===== src/rtl/data_mem_responder_pkg.sv =====
// Shared definitions for the data-memory responder: default geometry, the
// posted-write entry record and the read-response source selector.
package data_mem_responder_pkg;

    localparam int unsigned AW_DEF    = 8;
    localparam int unsigned DW_DEF    = 32;
    localparam int unsigned DEPTH_DEF = 4;

    // One posted write at default widths; wb_fifo stores the same {addr, data}
    // layout at its own parameterised widths.
    typedef struct packed {
        logic [AW_DEF-1:0] addr;
        logic [DW_DEF-1:0] data;
    } wb_entry_t;

    // Where the registered read response comes from in the response cycle.
    typedef enum logic {
        SRC_BUF = 1'b0,
        SRC_MEM = 1'b1
    } rd_src_e;

endpackage


===== src/rtl/wb_fifo.sv =====
// Posted-write circular buffer with a youngest-match address lookup.
// DEPTH must be a power of two and at least 2 so the pointers wrap naturally.
module wb_fifo
    import data_mem_responder_pkg::*;
#(
    parameter int unsigned AW    = AW_DEF,
    parameter int unsigned DW    = DW_DEF,
    parameter int unsigned DEPTH = DEPTH_DEF
) (
    input  logic          clk_i,
    input  logic          rst_ni,
    input  logic          push_i,
    input  logic [AW-1:0] push_addr_i,
    input  logic [DW-1:0] push_data_i,
    input  logic          pop_i,
    input  logic [AW-1:0] lookup_addr_i,
    output logic          hit_o,
    output logic [DW-1:0] hit_data_o,
    output logic [AW-1:0] head_addr_o,
    output logic [DW-1:0] head_data_o,
    output logic          full_o,
    output logic          empty_o
);

    localparam int unsigned PW = $clog2(DEPTH);
    localparam int unsigned CW = $clog2(DEPTH + 1);

    typedef struct packed {
        logic [AW-1:0] addr;
        logic [DW-1:0] data;
    } entry_t;

    entry_t        buf_q [DEPTH];
    logic [PW-1:0] wr_ptr_q, wr_ptr_d;
    logic [PW-1:0] rd_ptr_q, rd_ptr_d;
    logic [CW-1:0] count_q, count_d;
    logic          do_push, do_pop;

    assign full_o      = (count_q == CW'(DEPTH));
    assign empty_o     = (count_q == '0);
    assign do_push     = push_i && !full_o;
    assign do_pop      = pop_i && !empty_o;
    assign head_addr_o = buf_q[rd_ptr_q].addr;
    assign head_data_o = buf_q[rd_ptr_q].data;

    // Pointer and occupancy next-state; push+pop together keeps the count.
    always_comb begin
        wr_ptr_d = wr_ptr_q;
        rd_ptr_d = rd_ptr_q;
        count_d  = count_q;
        if (do_push) begin
            wr_ptr_d = wr_ptr_q + PW'(1);
        end
        if (do_pop) begin
            rd_ptr_d = rd_ptr_q + PW'(1);
        end
        if (do_push && !do_pop) begin
            count_d = count_q + CW'(1);
        end else if (!do_push && do_pop) begin
            count_d = count_q - CW'(1);
        end
    end

    // Pointer and occupancy registers; reset discards all buffered writes.
    always_ff @(posedge clk_i or negedge rst_ni) begin
        if (!rst_ni) begin
            wr_ptr_q <= '0;
            rd_ptr_q <= '0;
            count_q  <= '0;
        end else begin
            wr_ptr_q <= wr_ptr_d;
            rd_ptr_q <= rd_ptr_d;
            count_q  <= count_d;
        end
    end

    // Entry storage; contents are only meaningful while counted as valid.
    always_ff @(posedge clk_i) begin
        if (do_push) begin
            buf_q[wr_ptr_q] <= '{addr: push_addr_i, data: push_data_i};
        end
    end

    // Scan valid entries oldest to youngest so the youngest match wins.
    always_comb begin
        hit_o      = 1'b0;
        hit_data_o = '0;
        for (int unsigned i = 0; i < DEPTH; i++) begin
            if ((CW'(i) < count_q) && (buf_q[rd_ptr_q + PW'(i)].addr == lookup_addr_i)) begin
                hit_o      = 1'b1;
                hit_data_o = buf_q[rd_ptr_q + PW'(i)].data;
            end
        end
    end

endmodule


===== src/rtl/data_mem_responder.sv =====
// Processor data-memory responder: posts writes into wb_fifo, serves reads
// from the buffer or the backing RAM, and arbitrates the single RAM port.
module data_mem_responder
    import data_mem_responder_pkg::*;
#(
    parameter int unsigned AW    = AW_DEF,
    parameter int unsigned DW    = DW_DEF,
    parameter int unsigned DEPTH = DEPTH_DEF
) (
    input  logic          clk,
    input  logic          rst,
    input  logic          req_rd,
    input  logic          req_wr,
    input  logic [AW-1:0] addr,
    input  logic [DW-1:0] wdata,
    output logic [DW-1:0] rdata,
    output logic          rvalid,
    output logic          stall,
    output logic          empty,
    output logic [AW-1:0] mem_addr,
    output logic [DW-1:0] mem_wdata,
    output logic          mem_we,
    output logic          mem_re,
    input  logic [DW-1:0] mem_rdata
);

    logic          full;
    logic          hit;
    logic [DW-1:0] hit_data;
    logic [AW-1:0] head_addr;
    logic [DW-1:0] head_data;
    logic          push, pop, rd_miss, rd_take;

    logic          rvalid_q, rvalid_d;
    logic [DW-1:0] rdata_q, rdata_d;
    rd_src_e       src_q, src_d;

    wb_fifo #(
        .AW    (AW),
        .DW    (DW),
        .DEPTH (DEPTH)
    ) u_wb_fifo (
        .clk_i         (clk),
        .rst_ni        (rst),
        .push_i        (push),
        .push_addr_i   (addr),
        .push_data_i   (wdata),
        .pop_i         (pop),
        .lookup_addr_i (addr),
        .hit_o         (hit),
        .hit_data_o    (hit_data),
        .head_addr_o   (head_addr),
        .head_data_o   (head_data),
        .full_o        (full),
        .empty_o       (empty)
    );

    // Write acceptance and backing-port arbitration: a missing read owns the
    // port, even when it is dropped in favour of a same-cycle write, so a
    // stream of such requests holds off draining; otherwise the oldest entry
    // drains.
    always_comb begin
        stall     = req_wr && full;
        push      = req_wr && !full;
        rd_take   = req_rd && !req_wr;
        rd_miss   = rst && req_rd && !hit;
        pop       = !empty && !rd_miss;
        mem_re    = rd_miss;
        mem_we    = pop;
        mem_addr  = rd_miss ? addr : head_addr;
        mem_wdata = head_data;
    end

    // Read response next-state: hit data is registered here, miss data is
    // taken from the RAM in the response cycle and then held.
    always_comb begin
        rvalid_d = rd_take;
        src_d    = (rd_take && !hit) ? SRC_MEM : SRC_BUF;
        rdata_d  = rdata_q;
        if (src_q == SRC_MEM) begin
            rdata_d = mem_rdata;
        end
        if (rd_take && hit) begin
            rdata_d = hit_data;
        end
    end

    // Read response registers; reset kills any response in flight.
    always_ff @(posedge clk or negedge rst) begin
        if (!rst) begin
            rvalid_q <= 1'b0;
            rdata_q  <= '0;
            src_q    <= SRC_BUF;
        end else begin
            rvalid_q <= rvalid_d;
            rdata_q  <= rdata_d;
            src_q    <= src_d;
        end
    end

    // The RAM output is itself registered one cycle after mem_re, so a miss
    // response passes it straight through rather than adding a cycle.
    assign rdata  = (src_q == SRC_MEM) ? mem_rdata : rdata_q;
    assign rvalid = rvalid_q;

endmodule


===== config.mk =====
export PLATFORM = sky130hd
export DESIGN_NAME = data_mem_responder
export DESIGN_NICKNAME = d
export VERILOG_FILES = /design/src/rtl/data_mem_responder_pkg.sv /design/src/rtl/wb_fifo.sv /design/src/rtl/data_mem_responder.sv
export SDC_FILE = /design/constraint.sdc
export NUM_CORES = 1
export LEC_CHECK = 0
export ABC_AREA = 1
export CAP_MARGIN = 20
export CORE_UTILIZATION = 35
export CTS_BUF_LIST = sky130_fd_sc_hd__clkbuf_4
export DETAILED_ROUTE_END_ITERATION = 8
export SLEW_MARGIN = 15
export SYNTH_ARGS = -nofsm -noshare
export SYNTH_HDL_FRONTEND = slang
export SYNTH_SLANG_ARGS = --single-unit

===== constraint.sdc =====
create_clock -name clk -period 3.7 [get_ports clk]
set_input_delay 1.11 -clock clk [delete_from_list [all_inputs] [get_ports clk]]
set_output_delay 1.11 -clock clk [all_outputs]
set_load 0.01 [all_outputs]

==> reports/metrics.yaml <==
powerDensity_nw_per_um2: 829
drc: 0
crit_path_end_kind: "output port"
nNetsFinal: 1977
grt_util_all_layers: 0.225
syn-num-nets: 1714
wire_per_inst_um: 17.8
crit_arrival_ns: 3.28
syn-cell-area_um2: 12700
die_y_um: 192
overflow: 0
cp_max_fo: 6
cts_sinks: 201
grt_max_degree: 145
worstRegToRegCells: 21
yosysUniqueCellTypes: 31
cts_buffer_depth: 3
leakagePower_uw: 0.00788
layout_commonest_cell: "nand2_1"
antenna_left: 0
cts.reportedPaths.clkPinSlew_ns: 0.06
io_pins: 153
final.setup.tns_ns: -11.67
period_share: 1.19
clk_latency_ns: 0.80
tightest_slew_ns: 0.606
cp_top_family: "buffers and inverters"
core.rowCount: 69
max_stage_delay_ns: 0.63
postCtsHoldBufs: 0
via_count: 12170
synth.yosys.seq_area_share: 0.461
critPathKind: "input pin to output port"
syn2layout_area_growth_pct: 36.3
gp_congestion: 0.887
r2r_start: "u_wb_fifo.rd_ptr_q[0]"
whs_ns: 0.480
fmax_mhz: 228
drv_cap: 0
drt_first_pass_iters: 5
layout-drive-gt1-share: 0.225
grt_pass1_wl_um: 63000
total_power_uw: 14300
antenna_found_initial: 3
cts_made_buffers: 53
crit_buf_inv: 6
numPortBuffers: 152
vias_per_cell: 5.08
dp_hpwl_um: 25700
synth-seq-cells: 201
synth_area_per_cell_um2: 7.77
finalSetupViolCount: 32
crit_path_cell_trace: "clkdlybuf4s50_1 -> inv_1 -> nand3_1 -> nand3_1 -> nand3b_1 -> nor2_4 -> nor2_4 -> nand3_4 -> clkinvlp_4 -> buf_6 -> buf_6 -> o21ai_1 -> buf_2"
layout_setup_ws_ns: -0.687
slew_viol_final: 0
outcome: "finished, violations left"
synthCells: 1629
finalWirelength_um: 42700
regToRegEndpoint: "u_wb_fifo.count_q[2]"
timing.slew.headroom: 0.596
failed_checks: "negative setup slack"
start_util: 0.356
ir_drop_mv: 0.574
slowest_stage: "clkdlybuf4s50_1"
period_needed_ns: 4.39
rsz0062_at_grt: "true"
die_w_um: 192
first_iter_violations: 904
r2r_setup_slack_ns: 0.44
first_global_vias: 11625
final_cell_mix: "nand2_1, edfxtp_1, o21ai_0, inv_1, clkdlybuf4s50_1"
min_path_type: "input pin to asynchronous set/reset pin"
core-area_um2: 35600
die_area_um2: 36900
cts_root_buf: "clkbuf_4"
synth_warnings: 0
worstPathRequired_ns: 2.59
clock_skew_ns: 0.0537
fin_util: 0.485
cts_tree: "yes"
h-tree-depth: 2
cp-start-kind: "input pin"
final_hold_viol_count: 0
==> cell usage after synthesis, drive strengths merged <==
library cell | count | area [µm²]
and3 | 1 | 6.26
nor2 | 97 | 399
nand2 | 589 | 2220
and2 | 1 | 6.26
nand4 | 28 | 175
inv | 137 | 514
nor3 | 3 | 15.0
nand3b | 1 | 7.51
nand3 | 138 | 696
xnor2 | 1 | 8.76
mux2i | 64 | 641
xor2 | 10 | 87.6
mux2 | 32 | 360
buf | 51 | 285
ha | 9 | 113
a21oi | 4 | 20.0
dfrtp | 41 | 1030
edfxtp | 160 | 4800
o211ai | 6 | 45.0
clkbuf | 47 | 176
o21ai | 209 | 1050
==> cell type report <==
class,count,area (µm²)
repair buffers,305,3050
fillers,3430,18300
clock buffers,71,533
clock inverters,27,175
well taps,461,577
diodes,1,2.50
multi-input cells,1193,6530
flip-flops and latches,201,5840
repair inverters,1,7.51
inverters,137,534
==> worst max-delay path by stage <==
stage,endpoint,cells after the start,start,slack [ns]
final,mem_addr[1],13,addr[2],-0.69
after global routing,mem_addr[1],17,u_wb_fifo.rd_ptr_q[0],-0.82
after CTS,mem_addr[1],17,u_wb_fifo.rd_ptr_q[0],-0.76
after detailed placement,mem_addr[1],13,addr[5],-1.01
after global placement,mem_addr[1],13,addr[1],-0.99
after floorplan,mem_addr[0],12,addr[5],-0.02
==> through the flow <==
step	area, µm²	setup slack, ns	std cells
final	17300	-0.687	2397
after CTS	16400	-0.763	2380
after global routing	17300	-0.817	2397
after floorplan	12700	-0.0205	1629
after global placement	15400	-0.993	2261
after detailed placement	15400	-1.01	2261
==> routing by layer <==
layer	wire, µm	part of all wire	up-vias	track usage
met4	1230	0.029	2	0.0896
met2	20200	0.47	440	0.367
met5	9	0.00021	-	0
met1	18100	0.42	5673	0.289
li1	-	-	5954	-
met3	3170	0.074	101	0.0453
==> repair_timing <==
item	in CTS	in global routing
pin swaps	14	45
endpoints found under the setup margin	42	45
cloned	2	6
setup buffers	19	11
gates resized for setup	98	174
==> registers in the layout, indices dropped and copies added, names as in the netlist <==
| signal | cells |
|---|---|
| rdata_q | 32 |
| src_q | 1 |
| rvalid | 1 |
| u_wb_fifo.buf_q | 160 |
| u_wb_fifo.wr_ptr_q | 2 |
| u_wb_fifo.count_q | 3 |
| u_wb_fifo.rd_ptr_q | 2 |
==> where the power goes <==
| group | internal [µW] | leakage [µW] | switching, µW | total [µW] |
|---|---|---|---|---|
| Combinational | 3770 | 0.00552 | 5260 | 9030 |
| Sequential | 3000 | 0.00195 | 228 | 3220 |
| Clock | 1050 | 0.000418 | 997 | 2050 |
==> logic make-up (layout without fill, tap and decap cells) <==
logic type,count (synthesis),after routing,synth area share
AOI/OAI and AO/OA,219,219,0.0878
xor gates and xnor gates,11,11,0.00761
adders and majority gates,9,9,0.00890
buffers and inverters,235,541,0.0771
DFF,201,201,0.461
muxes,96,96,0.0791
other,0,1,0
and+or+nand+nor,858,858,0.279
Power figures use the tool's default switching activity.
